**src/rtl/axi_rd_arbiter_if.sv**
```systemverilog
// Bundle of cache-side request/beat signals and the shared AXI read channel
// seen by axi_rd_arbiter; master = arbiter, slave = caches + AXI port.
interface axi_rd_arbiter_if #(
    parameter int ID_W  = 4,
    parameter int LEN_W = 8
);
    logic             inst_req;
    logic [31:0]      inst_addr;
    logic [LEN_W-1:0] inst_len;
    logic             inst_cancel;
    logic             inst_addr_ok;
    logic             inst_rvalid;
    logic             inst_rlast;

    logic             data_req;
    logic [31:0]      data_addr;
    logic [LEN_W-1:0] data_len;
    logic             data_addr_ok;
    logic             data_rvalid;
    logic             data_rlast;

    logic [31:0]      rd_rdata;
    logic [LEN_W-1:0] rd_beat;

    logic [ID_W-1:0]  arid;
    logic [31:0]      araddr;
    logic [LEN_W-1:0] arlen;
    logic [2:0]       arsize;
    logic [1:0]       arburst;
    logic             arvalid;
    logic             arready;

    logic [ID_W-1:0]  rid;
    logic [31:0]      rdata;
    logic             rlast;
    logic             rvalid;
    logic             rready;

    modport master (
        input  inst_req, inst_addr, inst_len, inst_cancel,
        input  data_req, data_addr, data_len,
        input  arready, rid, rdata, rlast, rvalid,
        output inst_addr_ok, inst_rvalid, inst_rlast,
        output data_addr_ok, data_rvalid, data_rlast,
        output rd_rdata, rd_beat,
        output arid, araddr, arlen, arsize, arburst, arvalid, rready
    );

    modport slave (
        output inst_req, inst_addr, inst_len, inst_cancel,
        output data_req, data_addr, data_len,
        output arready, rid, rdata, rlast, rvalid,
        input  inst_addr_ok, inst_rvalid, inst_rlast,
        input  data_addr_ok, data_rvalid, data_rlast,
        input  rd_rdata, rd_beat,
        input  arid, araddr, arlen, arsize, arburst, arvalid, rready
    );
endinterface

```
**src/rtl/axi_rd_arbiter.sv**
```systemverilog
// Round-robin arbiter sharing one AXI read channel between ICache and DCache,
// one burst at a time, with silent draining of flushed instruction bursts.
//
//   state  | meaning
//   S_IDLE | no burst; pick owner from pending requests
//   S_AR   | address phase, arvalid held until arready
//   S_R    | data phase, beats routed to owner (or dropped if cancelled)
module axi_rd_arbiter #(
    parameter int ID_W  = 4,
    parameter int LEN_W = 8
) (
    input  logic             clk,
    input  logic             resetn,
    axi_rd_arbiter_if.master bus
);

    typedef enum logic [1:0] {
        S_IDLE = 2'd0,
        S_AR   = 2'd1,
        S_R    = 2'd2
    } state_t;

    localparam logic OWN_INST = 1'b0;
    localparam logic OWN_DATA = 1'b1;

    state_t           r_state;
    logic             r_owner;
    logic             r_last_grant;
    logic             r_cancelled;
    logic [LEN_W-1:0] r_beat_cnt;
    logic [31:0]      r_araddr;
    logic [LEN_W-1:0] r_arlen;
    logic [ID_W-1:0]  r_arid;
    logic             r_arvalid;
    logic             r_rready;
    logic             r_inst_addr_ok;
    logic             r_data_addr_ok;

    logic w_inst_req_eff;
    logic w_grant_inst;
    logic w_grant_data;
    logic w_inst_busy;
    logic w_cancel_hit;
    logic w_suppress;
    logic w_beat;
    logic w_unused_rid;

    // A flushed fetch must not start a refill in the same cycle.
    assign w_inst_req_eff = bus.inst_req && !bus.inst_cancel;

    assign w_grant_inst = (r_state == S_IDLE) && w_inst_req_eff &&
                          (!bus.data_req || (r_last_grant == OWN_DATA));
    assign w_grant_data = (r_state == S_IDLE) && bus.data_req &&
                          (!w_inst_req_eff || (r_last_grant == OWN_INST));

    assign w_inst_busy  = (r_state != S_IDLE) && (r_owner == OWN_INST);
    assign w_cancel_hit = w_inst_busy && bus.inst_cancel;

    // Live cancel also hides the beat arriving in the flush cycle itself.
    assign w_suppress = (r_owner == OWN_INST) && (r_cancelled || bus.inst_cancel);
    assign w_beat     = (r_state == S_R) && bus.rvalid;

    always_ff @(posedge clk) begin
        if (!resetn) begin
            r_state        <= S_IDLE;
            r_owner        <= OWN_INST;
            r_last_grant   <= OWN_DATA;
            r_cancelled    <= 1'b0;
            r_beat_cnt     <= '0;
            r_araddr       <= '0;
            r_arlen        <= '0;
            r_arid         <= '0;
            r_arvalid      <= 1'b0;
            r_rready       <= 1'b0;
            r_inst_addr_ok <= 1'b0;
            r_data_addr_ok <= 1'b0;
        end else begin
            r_inst_addr_ok <= 1'b0;
            r_data_addr_ok <= 1'b0;
            case (r_state)
                S_IDLE: begin
                    if (w_grant_inst || w_grant_data) begin
                        r_state        <= S_AR;
                        r_arvalid      <= 1'b1;
                        r_owner        <= w_grant_data;
                        r_last_grant   <= w_grant_data;
                        r_araddr       <= w_grant_data ? bus.data_addr : bus.inst_addr;
                        r_arlen        <= w_grant_data ? bus.data_len  : bus.inst_len;
                        r_arid         <= ID_W'(w_grant_data);
                        r_inst_addr_ok <= w_grant_inst;
                        r_data_addr_ok <= w_grant_data;
                        r_cancelled    <= 1'b0;
                        r_beat_cnt     <= '0;
                    end
                end
                S_AR: begin
                    if (w_cancel_hit) begin
                        r_cancelled <= 1'b1;
                    end
                    if (bus.arready) begin
                        r_arvalid <= 1'b0;
                        r_rready  <= 1'b1;
                        r_state   <= S_R;
                    end
                end
                S_R: begin
                    if (w_cancel_hit) begin
                        r_cancelled <= 1'b1;
                    end
                    if (bus.rvalid) begin
                        if (bus.rlast) begin
                            r_state     <= S_IDLE;
                            r_rready    <= 1'b0;
                            r_beat_cnt  <= '0;
                            r_cancelled <= 1'b0;
                        end else begin
                            r_beat_cnt <= r_beat_cnt + LEN_W'(1);
                        end
                    end
                end
                default: begin
                    r_state   <= S_IDLE;
                    r_arvalid <= 1'b0;
                    r_rready  <= 1'b0;
                end
            endcase
        end
    end

    assign bus.inst_addr_ok = r_inst_addr_ok;
    assign bus.data_addr_ok = r_data_addr_ok;

    assign bus.inst_rvalid = w_beat && (r_owner == OWN_INST) && !w_suppress;
    assign bus.inst_rlast  = bus.inst_rvalid && bus.rlast;
    assign bus.data_rvalid = w_beat && (r_owner == OWN_DATA);
    assign bus.data_rlast  = bus.data_rvalid && bus.rlast;

    assign bus.rd_rdata = bus.rdata;
    assign bus.rd_beat  = r_beat_cnt;

    assign bus.arid    = r_arid;
    assign bus.araddr  = r_araddr;
    assign bus.arlen   = r_arlen;
    assign bus.arsize  = 3'b010;
    assign bus.arburst = 2'b01;
    assign bus.arvalid = r_arvalid;
    assign bus.rready  = r_rready;

    // Only one burst is ever outstanding, so the returned ID carries no information.
    assign w_unused_rid = ^bus.rid;

endmodule

```
**src/flat_wrapper.sv**
```systemverilog
// flat-port wrapper written by rule: the top's interface ports become plain ports
module axi_rd_arbiter_flat 
#(
    parameter int ID_W  = 4,
    parameter int LEN_W = 8
)
  (clk, resetn, bus_inst_req, bus_inst_addr, bus_inst_len, bus_inst_cancel, bus_data_req, bus_data_addr, bus_data_len, bus_arready, bus_rid, bus_rdata, bus_rlast, bus_rvalid, bus_inst_addr_ok, bus_inst_rvalid, bus_inst_rlast, bus_data_addr_ok, bus_data_rvalid, bus_data_rlast, bus_rd_rdata, bus_rd_beat, bus_arid, bus_araddr, bus_arlen, bus_arsize, bus_arburst, bus_arvalid, bus_rready);
  axi_rd_arbiter_if #(.ID_W(ID_W), .LEN_W(LEN_W)) bus_i ();
  input  logic clk;
  input  logic resetn;
  input wire logic [$bits(bus_i.inst_req)-1:0] bus_inst_req;
  input wire logic [$bits(bus_i.inst_addr)-1:0] bus_inst_addr;
  input wire logic [$bits(bus_i.inst_len)-1:0] bus_inst_len;
  input wire logic [$bits(bus_i.inst_cancel)-1:0] bus_inst_cancel;
  input wire logic [$bits(bus_i.data_req)-1:0] bus_data_req;
  input wire logic [$bits(bus_i.data_addr)-1:0] bus_data_addr;
  input wire logic [$bits(bus_i.data_len)-1:0] bus_data_len;
  input wire logic [$bits(bus_i.arready)-1:0] bus_arready;
  input wire logic [$bits(bus_i.rid)-1:0] bus_rid;
  input wire logic [$bits(bus_i.rdata)-1:0] bus_rdata;
  input wire logic [$bits(bus_i.rlast)-1:0] bus_rlast;
  input wire logic [$bits(bus_i.rvalid)-1:0] bus_rvalid;
  output wire logic [$bits(bus_i.inst_addr_ok)-1:0] bus_inst_addr_ok;
  output wire logic [$bits(bus_i.inst_rvalid)-1:0] bus_inst_rvalid;
  output wire logic [$bits(bus_i.inst_rlast)-1:0] bus_inst_rlast;
  output wire logic [$bits(bus_i.data_addr_ok)-1:0] bus_data_addr_ok;
  output wire logic [$bits(bus_i.data_rvalid)-1:0] bus_data_rvalid;
  output wire logic [$bits(bus_i.data_rlast)-1:0] bus_data_rlast;
  output wire logic [$bits(bus_i.rd_rdata)-1:0] bus_rd_rdata;
  output wire logic [$bits(bus_i.rd_beat)-1:0] bus_rd_beat;
  output wire logic [$bits(bus_i.arid)-1:0] bus_arid;
  output wire logic [$bits(bus_i.araddr)-1:0] bus_araddr;
  output wire logic [$bits(bus_i.arlen)-1:0] bus_arlen;
  output wire logic [$bits(bus_i.arsize)-1:0] bus_arsize;
  output wire logic [$bits(bus_i.arburst)-1:0] bus_arburst;
  output wire logic [$bits(bus_i.arvalid)-1:0] bus_arvalid;
  output wire logic [$bits(bus_i.rready)-1:0] bus_rready;
  assign bus_i.inst_req = bus_inst_req;
  assign bus_i.inst_addr = bus_inst_addr;
  assign bus_i.inst_len = bus_inst_len;
  assign bus_i.inst_cancel = bus_inst_cancel;
  assign bus_i.data_req = bus_data_req;
  assign bus_i.data_addr = bus_data_addr;
  assign bus_i.data_len = bus_data_len;
  assign bus_i.arready = bus_arready;
  assign bus_i.rid = bus_rid;
  assign bus_i.rdata = bus_rdata;
  assign bus_i.rlast = bus_rlast;
  assign bus_i.rvalid = bus_rvalid;
  assign bus_inst_addr_ok = bus_i.inst_addr_ok;
  assign bus_inst_rvalid = bus_i.inst_rvalid;
  assign bus_inst_rlast = bus_i.inst_rlast;
  assign bus_data_addr_ok = bus_i.data_addr_ok;
  assign bus_data_rvalid = bus_i.data_rvalid;
  assign bus_data_rlast = bus_i.data_rlast;
  assign bus_rd_rdata = bus_i.rd_rdata;
  assign bus_rd_beat = bus_i.rd_beat;
  assign bus_arid = bus_i.arid;
  assign bus_araddr = bus_i.araddr;
  assign bus_arlen = bus_i.arlen;
  assign bus_arsize = bus_i.arsize;
  assign bus_arburst = bus_i.arburst;
  assign bus_arvalid = bus_i.arvalid;
  assign bus_rready = bus_i.rready;
  axi_rd_arbiter #(.ID_W(ID_W), .LEN_W(LEN_W)) u_core (.clk(clk), .resetn(resetn), .bus(bus_i));
endmodule
```
**config.mk**
```make
export PLATFORM = sky130hd
export DESIGN_NAME = axi_rd_arbiter_flat
export DESIGN_NICKNAME = d
export VERILOG_FILES = /design/src/rtl/axi_rd_arbiter_if.sv /design/src/rtl/axi_rd_arbiter.sv /design/src/flat_wrapper.sv
export SDC_FILE = /design/constraint.sdc
export NUM_CORES = 1
export LEC_CHECK = 0
export CAP_MARGIN = 15
export CORE_AREA = 2 2 85 87
export CTS_CLUSTER_DIAMETER = 30
export DETAILED_ROUTE_END_ITERATION = 10
export DIE_AREA = 0 0 87 89
export DONT_BUFFER_PORTS = 1
export PLACE_DENSITY_LB_ADDON = 0.2
export SLEW_MARGIN = 0
export SYNTH_ARGS = -nofsm -noshare
export SYNTH_HDL_FRONTEND = slang
export SYNTH_SLANG_ARGS = --single-unit
export TNS_END_PERCENT = 5
```
**constraint.sdc**
```tcl
create_clock -name clk -period 1.7 [get_ports clk]
set_input_delay 0.085 -clock clk [delete_from_list [all_inputs] [get_ports clk]]
set_output_delay 0.085 -clock clk [all_outputs]
set_load 0.005 [all_outputs]
```
# Yosys cells after proc, flatten, opt, wreduce, memory -nomap -nowiden
# Cells that the tools add are included.
# Widths: inputs -> output; s select.
# totals
rom_bits	0
ramBits	0
reg_bits	57
output_inout_bits	97
word_cells	78
n_memories	0
latchBits	0
# classes
reduce_logical	33
n_lt_le_gt_ge	0
div	0
n_mux	23
add_sub_neg	1
multipliers	0
bitwise_logic	4
n_shift	0
eq_ne	6
# ops
op	count
$mux 32	1
$mux 8	4
$pmux 8 s2	1
$logic_and 1x1->1	14
$mux 1	9
$pmux 1 s3	3
$reduce_and 3->1	3
$add 8x1->8 const B	1
$mux 2	4
$ne 2x2->1 const B	4
$reduce_and 4->1	2
$pmux 2 s3	1
$logic_not 1->1	4
$logic_or 1x1->1	4
$not 1->1	4
$reduce_and 2->1	2
$reduce_bool 2->1	2
$reduce_bool 3->1	1
$eq 2x1->1 const B	1
$eq 2x2->1 const B	1
$logic_not 2->1	1

# Logic depth before layout (Yosys ltp)
# Gate-level depths: netlist of run 1.
# depth
ltp_word	8
mapped_depth	8
depth_no_buf	6

# Worst setup path before layout of run 1
# OpenSTA, ideal clock, no wires.
# synth_path
path_type	flip-flop to flip-flop
from	register u_core.r_state[0]
to	register u_core.r_beat_cnt[5], in the netlist u_core.bus.rd_beat[5]
slack_ns	-0.166
path_stages_with_launch	9
n_path_buf	2
arrival_ns	1.794
path_cell_list	dfxtp_1 -> inv_1 -> ha_1 -> nor2b_1 -> clkbuf_1 -> a21o_1 -> buf_6 -> or4_1 -> a21oi_1
# synth_between
elab_chain_cells	6
elab_cells_between_ends	12
classes_between	eq/ne: 3; mux: 1; reduce/logical: 8
# synth_lines
item	line_no	rtl
from (decl)	axi_rd_arbiter.sv:26	state_t r_state;
from (signal assigned)	axi_rd_arbiter.sv:65	r_state <= S_IDLE;
from (signal assigned)	axi_rd_arbiter.sv:83	r_state <= S_AR;
from (signal assigned)	axi_rd_arbiter.sv:103	r_state <= S_R;
$logic_not 2->1	axi_rd_arbiter.sv:51, axi_rd_arbiter.sv:53, axi_rd_arbiter.sv:80	
$logic_and 1x1->1, on equally long branches (2 in a row)	axi_rd_arbiter.sv:51, axi_rd_arbiter.sv:53	
$logic_or 1x1->1	axi_rd_arbiter.sv:82	if (w_grant_inst || w_grant_data) begin
$ne 2x2->1 (no source line)	n/a	
$reduce_and 3->1 (no source line)	n/a	
to (signal assigned)	axi_rd_arbiter.sv:117	r_beat_cnt <= r_beat_cnt + LEN_W'(1);
to (decl)	axi_rd_arbiter.sv:30	logic [LEN_W-1:0] r_beat_cnt;
# Parallel ways exist; a longest one is shown, timed or not.
# A chain may end at the register's enable or synchronous reset.

# Worst setup path after layout of run 1
# layout_path
from	register u_core.r_state[1]
to	register u_core.r_beat_cnt[7], in the netlist u_core.bus.rd_beat[7]
# The elaborated chain is that of the path after synthesis.

==> results of run 1 <==
[cells in the final DEF (no fill, tap or decap), types with 2 or more instances in the layout]
cell,count
nor2_1,14
mux2i_1,2
or2_2,2
o31ai_1,3
o21ai_0,47
buf_12,4
nand3_1,5
conb_1,8
dlygate4sd3_1,84
or4_1,2
ha_1,3
a31oi_1,40
clkbuf_8,10
and2_1,4
bufinv_16,3
dfxtp_2,2
a21oi_1,10
nand2_1,82
nor2b_1,2
inv_1,3
dfxtp_1,55
buf_4,16
a21o_1,2
inv_2,2
a211oi_1,3
xnor2_1,3
[kinds of logic after synthesis]
group | count (synthesis) | share of synthesized area
simple gates | 120 | 0.180
buf+inv | 72 | 0.153
fa+ha+maj | 5 | 0.0220
other cells | 2 | 0.00265
mux | 2 | 0.00705
xor+xnor | 4 | 0.0123
compound gates | 110 | 0.221
flops | 57 | 0.402
[state kept, by name, summed over array words and instances (netlist names), 2 cells and up]
signal              cells
u_core.bus.araddr      32
u_core.bus.arlen        8
u_core.bus.rd_beat      8
u_core.r_state          2
[metrics by stage]
step | area [um^2] | hold slack [ns]
floorplan | 2870 | 0.177
global placement | 2730 | 0.170
detailed placement | 2730 | 0.170
CTS | 3850 | 0.0235
global route | 3870 | 0.0457
finish | 3870 | 0.0428
[area by class of cell]
cell class                      instances  share of cell area
Multi-Input combinational cell        249               0.342
Inverter                                5             0.00485
Clock inverter                          5              0.0265
Sequential cell                        57               0.295
Timing Repair Buffer                  104               0.269
Clock buffer                           11              0.0365
Tap cell                               80              0.0259
[timing repair]
action	CTS	global route
pin swaps	1	0
endpoints found under the setup margin	2	9
setup buffers	2	0
endpoints found under the hold margin	49	2
resized for setup	3	3
hold buffers	84	1
[power by group]
group / leakage [nW] / internal [mW] / switching [mW] / total [mW]
Combinational: 0.955 / 0.658 / 0.798 / 1.46
Clock: 0.120 / 1.01 / 0.547 / 1.56
Sequential: 0.472 / 1.63 / 0.220 / 1.85
[per-layer routing]
layer / up-vias / GRT usage
met1: 1274 / 0.234
li1: 1335 / -
met2: 134 / 0.361
met5: - / 0
met4: 0 / 0.0938
met3: 12 / 0.0766
[critical path, stage by stage (launching register included)]
cell and delay, ns:
dfxtp_2 0.35, inv_2 0.06, ha_4 0.16, nor2b_2 0.18, a21o_1 0.25, or4_1 0.53
a21oi_2 0.12
[path summary, 6_finish.rpt]
path | startpoint | endpoint | slack, ns | depth (start not counted)
hold / removal | resetn | u_core.r_last_grant | 0.04 | 2
setup / recovery | u_core.r_state[1] | u_core.bus.rd_beat[7] | -0.002 | 6
hold reg to reg | u_core.bus.rready | u_core.bus.rready | 0.50 | 2
setup reg to reg | u_core.r_state[1] | u_core.bus.rd_beat[7] | -0.002 | 6
==> run metrics, run 1 <==
post-synth top area cell dfxtp_1; met2 routed WL 4040 um; Final WS setup -0.00162 ns; Static Leak 1.55 nW; initial antenna violation count 0; FF/Latch Area 1140 um^2; pwr dens 1260 nW/um^2; Die W 87 um; Clock Path Buffers 2; GRT Util Overall 0.210; number of vias per cell 5.39; failing checks setup timing; I/O pin count 221; initial cell density of the core 0.422; synth top area cells dfxtp_1, buf_4, nand2_1; worst hold path type in2reg; core area 6720 um^2; Post-Route M1 WL 3410 um; die height 89 um; CP endpoint kind flop; DP Worst Slack -0.0148 ns; root buf cell clkbuf_8; first-pass GRT wire length 12,700 um; clock sink count 57; Hold Vio Cnt, Final 0; Ys Warns 0; crit share post-route 1.00; largest net degree at the start of global routing 49; # DRC 0; via count 2,755; highest routed metal layer met4; CTS Buf Count 9; overall power 4.86 mW; Post-Route Setup TNS -0.00162 ns; Max Cap Violations 0; share of flip-flops with an asynchronous set or reset 0; DP Wirelength 4580 um; post-synth cell types 35; syn avg cell area 7.63 um^2; RSZ-0062 raised after global routing true; GRT Residual Overflow 0; Area Growth Syn to Fin 36.4%; PortBufs 0; First-pass DRT Iterations 4; Peak supply drop 668 uV; share of post-route cells with drive strength above 1 0.116; vias in the first global route 2,709; CP max FO 7; clock latency at the later pin of the worst-skew pair 0.33 ns; top_reg_cell synth dfxtp_1; count leader, synth nand2_1; clock tree from TritonCTS yes; Syn Inst Count 372; Post-Route WL 8310 um; Clock Pin Slew Worst Setup and Hold Paths 0.07 ns; Antenna Nets Post-Route 0; met3 wire len 746 um; Fillers 583; WP data arrival 1.97 ns; RD Place Congestion 0.793; Seq/Total Area, Yosys 0.402; area of the multi-input gates 1320 um^2; Startpoint Class flop; #FFs+latches synth 57; drt wl/cell 16.3 um; Critical Path RT 1.97 ns; Nets 555; fin util 0.576; EDFF count, synth 0; Crit Path Category reg2reg; first-iteration detailed-routing DRC count 122; final setup vio count 1; Rows 30; clock skew 0.00856 ns; DP Cell Count 408; post-synthesis instance area 2840 um^2; Slew Limit Fails 0; # diodes 0; final std cells w/o fill 511; area share of the largest cell type after synthesis 0.402; H-tree Lvls 3; Post-synth top cells nand2_1, dfxtp_1, o21ai_0, buf_4, a31oi_1; status finished, violations left; crit path time final 1.70 ns; Max Fclk 0.588 GHz; total die area 7740 um^2
No activity file was read; power rests on OpenSTA's default activity.
==> run 2: changes to the inputs <==
--- a/config.mk
+++ b/config.mk
@@ -6,10 +6,11 @@
 export NUM_CORES = 1
 export LEC_CHECK = 0
 export CAP_MARGIN = 15
-export CORE_AREA = 2 2 85 87
+export CORE_AREA = 2 2 86 88
+export CTS_BUF_LIST = sky130_fd_sc_hd__clkbuf_4 sky130_fd_sc_hd__clkbuf_8
 export CTS_CLUSTER_DIAMETER = 30
 export DETAILED_ROUTE_END_ITERATION = 10
-export DIE_AREA = 0 0 87 89
+export DIE_AREA = 0 0 88 90
 export DONT_BUFFER_PORTS = 1
 export PLACE_DENSITY_LB_ADDON = 0.2
 export SLEW_MARGIN = 0
==> run metrics, run 2 (synthesized netlist as in run 1, its figures left out) <==
via count 2,759; Post-Route WL 8340 um; Max Fclk 0.629 GHz; R2R depth 7; die height 90 um; Max Cap Violations 0; Peak supply drop 570 uV; Rows 31; Slew Limit Fails 0; hold depth 2; crit share post-route 0.935; Antenna Nets Post-Route 0; I/O pin count 221; total die area 7920 um^2; largest net degree at the start of global routing 50; Area Growth Syn to Fin 35.6%; PortBufs 0; Startpoint Class flop; most used cell, CP buf_4; root buf cell clkbuf_8; Nets 555; clock latency at the later pin of the worst-skew pair 0.33 ns; crit path cell chain inv_1 -> ha_2 -> buf_4 -> and3_1 -> buf_4 -> nand2_1 -> a31oi_1; max incr delay on CP 0.34 ns; initial antenna violation count 0; CP Buf/Inv Count 3; Clock Path Buffers 2; share of post-route cells with drive strength above 1 0.112; clock sink count 57; DP Wirelength 4650 um; Critical Path RT 1.95 ns; GRT Residual Overflow 0; RSZ-0062 raised after global routing false; CP max FO 15; Comb pwr share 0.315; Static Leak 1.54 nW; Int Power 3.05 mW; Placed Area 2780 um^2; drt wl/cell 15.8 um; hold_ws 0.0483 ns; status completed; fin util 0.548; overall power 4.59 mW; worst hold path type in2reg; CTS Buf Count 9; clock skew 0.0126 ns; number of vias per cell 5.22; setup repair bufs after CTS 0; sequential fraction of design power 0.403; vias in the first global route 2,910; commonest non-fill, non-tap cells in the layout dlygate4sd3_1, nand2_1, dfxtp_1, o21ai_0, a31oi_1; master of the slowest instance on the critical path dfxtp_2; # diodes 0; P_sw 1.55 mW; H-tree Lvls 3; crit path time final 1.59 ns; switching share of power 0.337; initial cell density of the core 0.404; pwr dens 1190 nW/um^2; GRT Util Overall 0.215; RD Place Congestion 0.802; Hold Vio Cnt, Final 0; final setup vio count 0; clock tree from TritonCTS yes; core area 7020 um^2; # DRC 0; Clock Pin Slew Worst Setup and Hold Paths 0.07 ns; Finished Cell Area 3850 um^2; Die W 88 um; first-iteration detailed-routing DRC count 177; First-pass DRT Iterations 4; max FFs per register 32; kind of cell adding the most delay to the critical path buffers and inverters; Clock Power Share 0.282; CP endpoint kind flop; first-pass GRT wire length 13,500 um; Stages on worst setup path 7; Crit Path Category reg2reg; commonest non-fill, non-tap cell in the layout dlygate4sd3_1; WP data arrival 1.84 ns
==> run 2: changes by cell type in the layout (fill, tap and decap cells not counted), sizes merged <==
cell / previous run / this run
bufinv: 3 / 1
clkbuf: 11 / 12
dlygate4sd3: 84 / 83
buf: 20 / 21
clkinvlp: 1 / 0
clkinv: 1 / 2
==> run 2: per-layer routing <==
layer	global-route usage	up-vias	share of wire
li1	-	1331	-
met1	0.256	1282	0.41
met2	0.346	129	0.49
met3	0.0716	17	0.081
met4	0.0936	0	0.020
met5	0	-	0
==> run 2: stage by stage <==
stage	setup TNS (ns)	setup slack (ns)	cells
floorplan	-0.0583	-0.0486	378
global placement	0	0.0741	430
detailed placement	0	0.0218	430
CTS	0	0.0171	529
global route	0	0.00620	529
finish	0	0.110	529
==> run 2: final cells by class <==
class / count / area, um^2
fill: 604 / 3170
multi-input combinational: 249 / 1310
timing repair buffer: 104 / 1050
clock inverter: 3 / 40.0
clock buffer: 12 / 159
sequential: 57 / 1140
tap: 99 / 124
inverter: 5 / 18.8
==> run 2: power by group through the flow <==
stage | clock network, mW | registers, mW | logic (mW)
6_report | 1.29 | 1.85 | 1.45
5_1_grt | 1.37 | 1.88 | 1.64
4_1_cts | 1.33 | 1.85 | 1.43
3_5_place_dp | 0 | 1.87 | 1.25
3_3_place_gp | 0 | 1.87 | 1.22
2_1_floorplan | 0 | 1.82 | 0.963
==> run 2: final timing paths <==
kind	start	slack (ns)	end
max	u_core.r_state[1]	0.11	u_core.bus.arlen[4]
max reg2reg	u_core.r_state[1]	0.11	u_core.bus.arlen[4]
min	resetn	0.05	u_core.r_last_grant
min reg2reg	u_core.bus.rready	0.50	u_core.bus.rready
==> run 2: repair_timing <==
action	CTS	global route
endpoints found under the setup margin	0	4
hold buffers	84	0
resized for setup	0	4
endpoints found under the hold margin	49	0
==> run 3: changes to the inputs <==
==> constraint.sdc (replaced) <==
create_clock -name clk -period 1.75 [get_ports clk]
set_input_delay 0.0875 -clock clk [delete_from_list [all_inputs] [get_ports clk]]
set_output_delay 0.0875 -clock clk [all_outputs]
set_load 0.005 [all_outputs]
==> run metrics, run 3 (synthesized netlist as in run 1, its figures left out) <==
status completed; kind of cell adding the most delay to the critical path simple AND/OR/NAND/NOR gates; initial antenna violation count 0; Antenna Nets Post-Route 0; commonest non-fill, non-tap cells in the layout dlygate4sd3_1, nand2_1, dfxtp_1, o21ai_0, a31oi_1; setup repair bufs after CTS 0; DP Worst Slack 0.0324 ns; drt wl/cell 15.9 um; root buf cell clkbuf_8; Worst setup endpoint u_core.bus.rd_beat[5]; share of post-route cells with drive strength above 1 0.110; flop-to-flop setup slack 0.05 ns; Final WS setup 0.0508 ns; clock skew 0.00642 ns; hold depth 2; Finished Cell Area 3810 um^2; RD Place Congestion 0.785; Startpoint Class flop; number of vias per cell 5.30; CTS Buf Count 9; Peak supply drop 542 uV; WP data arrival 1.95 ns; crit path from u_core.r_state[1]; Post-Route Setup TNS 0 ns; max incr delay on CP 0.51 ns; I/O pin count 221; # DRC 0; Stages on worst setup path 6; master of the slowest instance on the critical path or4_1; Placed Area 2740 um^2; Post-Route WL 8390 um; commonest non-fill, non-tap cell in the layout dlygate4sd3_1; crit path cell chain inv_1 -> ha_2 -> nor2b_2 -> a21o_1 -> or4_1 -> a21oi_1; worst r2r src u_core.r_state[1]; initial cell density of the core 0.404; Critical Path RT 2.00 ns; clock latency at the later pin of the worst-skew pair 0.32 ns; first-iteration detailed-routing DRC count 166; Area Growth Syn to Fin 34.1%; Clock Pin Slew Worst Setup and Hold Paths 0.06 ns; die height 90 um; DP Wirelength 4600 um; worst hold path type in2reg; CP endpoint kind flop; core area 7020 um^2; PortBufs 0; Rows 31; R2R depth 6; Crit Path Category reg2reg; clock sink count 57; total die area 7920 um^2; GRT Residual Overflow 0; H-tree Lvls 3; Max Fclk 0.589 GHz; crit path time final 1.70 ns; clock tree from TritonCTS yes; overall power 4.29 mW; GRT Util Overall 0.214; largest net degree at the start of global routing 62; crit share post-route 0.971; Slew Limit Fails 0; hold_ws 0.0614 ns; Static Leak 1.51 nW; CP Buf/Inv Count 1; # diodes 0; RSZ-0062 raised after global routing false; Die W 88 um; first-pass GRT wire length 13,400 um; pwr dens 1130 nW/um^2; final setup vio count 0; Nets 552; Reg2Reg Capture Point u_core.bus.rd_beat[5]; via count 2,795; Hold Vio Cnt, Final 0; vias in the first global route 2,759; First-pass DRT Iterations 4; CP max FO 7; Fillers 622; Clock Path Buffers 2; Max Cap Violations 0; max FFs per register 32
run 3: layer usage:
layer | part of all wire | vias up | GRT usage
met5 | 0 | - | 0
met1 | 0.40 | 1277 | 0.249
met2 | 0.46 | 159 | 0.328
met4 | 0.034 | 0 | 0.114
li1 | - | 1327 | -
met3 | 0.10 | 32 | 0.0900
run 3: worst min-delay path by stage:
stage | startpoint | endpoint | slack, ns
final | resetn | u_core.r_last_grant | 0.06
after global routing | resetn | u_core.r_last_grant | 0.06
after CTS | resetn | u_core.r_last_grant | 0.04
after detailed placement | bus_rdata[11] | bus_rd_rdata[11] | 0.18
after global placement | bus_rdata[11] | bus_rd_rdata[11] | 0.18
after floorplan | bus_data_req | u_core.bus.inst_addr_ok | 0.18
run 3: power breakdown:
part           internal [mW]  switching [mW]  leakage [nW]
Clock                  0.616           0.496         0.100
Combinational          0.608           0.765         0.938
Sequential              1.58           0.219         0.472
Total                   2.81            1.48          1.51
run 3: worst reg2reg max path, delay by kind of cell, from the launching register on:
family,cells,cell delay [ns]
fa+ha+maj,1,0.19
flops,1,0.35
compound gates,2,0.34
buf+inv,1,0.07
simple gates,2,0.69
run 3: stage by stage:
stage	instances	utilization
floorplan	378	-
global placement	426	0.390
detailed placement	426	0.390
CTS	526	0.538
global route	527	0.542
finish	527	0.542
run 3: area by class of cell:
cell class                      count  area, um^2  area share
Multi-Input combinational cell    249        1320       0.347
Sequential cell                    57        1140       0.300
Timing Repair Buffer              101        1020       0.268
Clock buffer                       13         166      0.0437
Tap cell                           99         124      0.0325
Inverter                            5        18.8     0.00493
Clock inverter                      3        15.0     0.00394
run 3: timing repair:
| item | 4_1_cts | 5_1_grt |
|---|---|---|
| hold endpoints to repair | 49 | 1 |
| resized for setup | 0 | 5 |
| setup endpoints to repair | 0 | 10 |
| hold buffers | 84 | 1 |
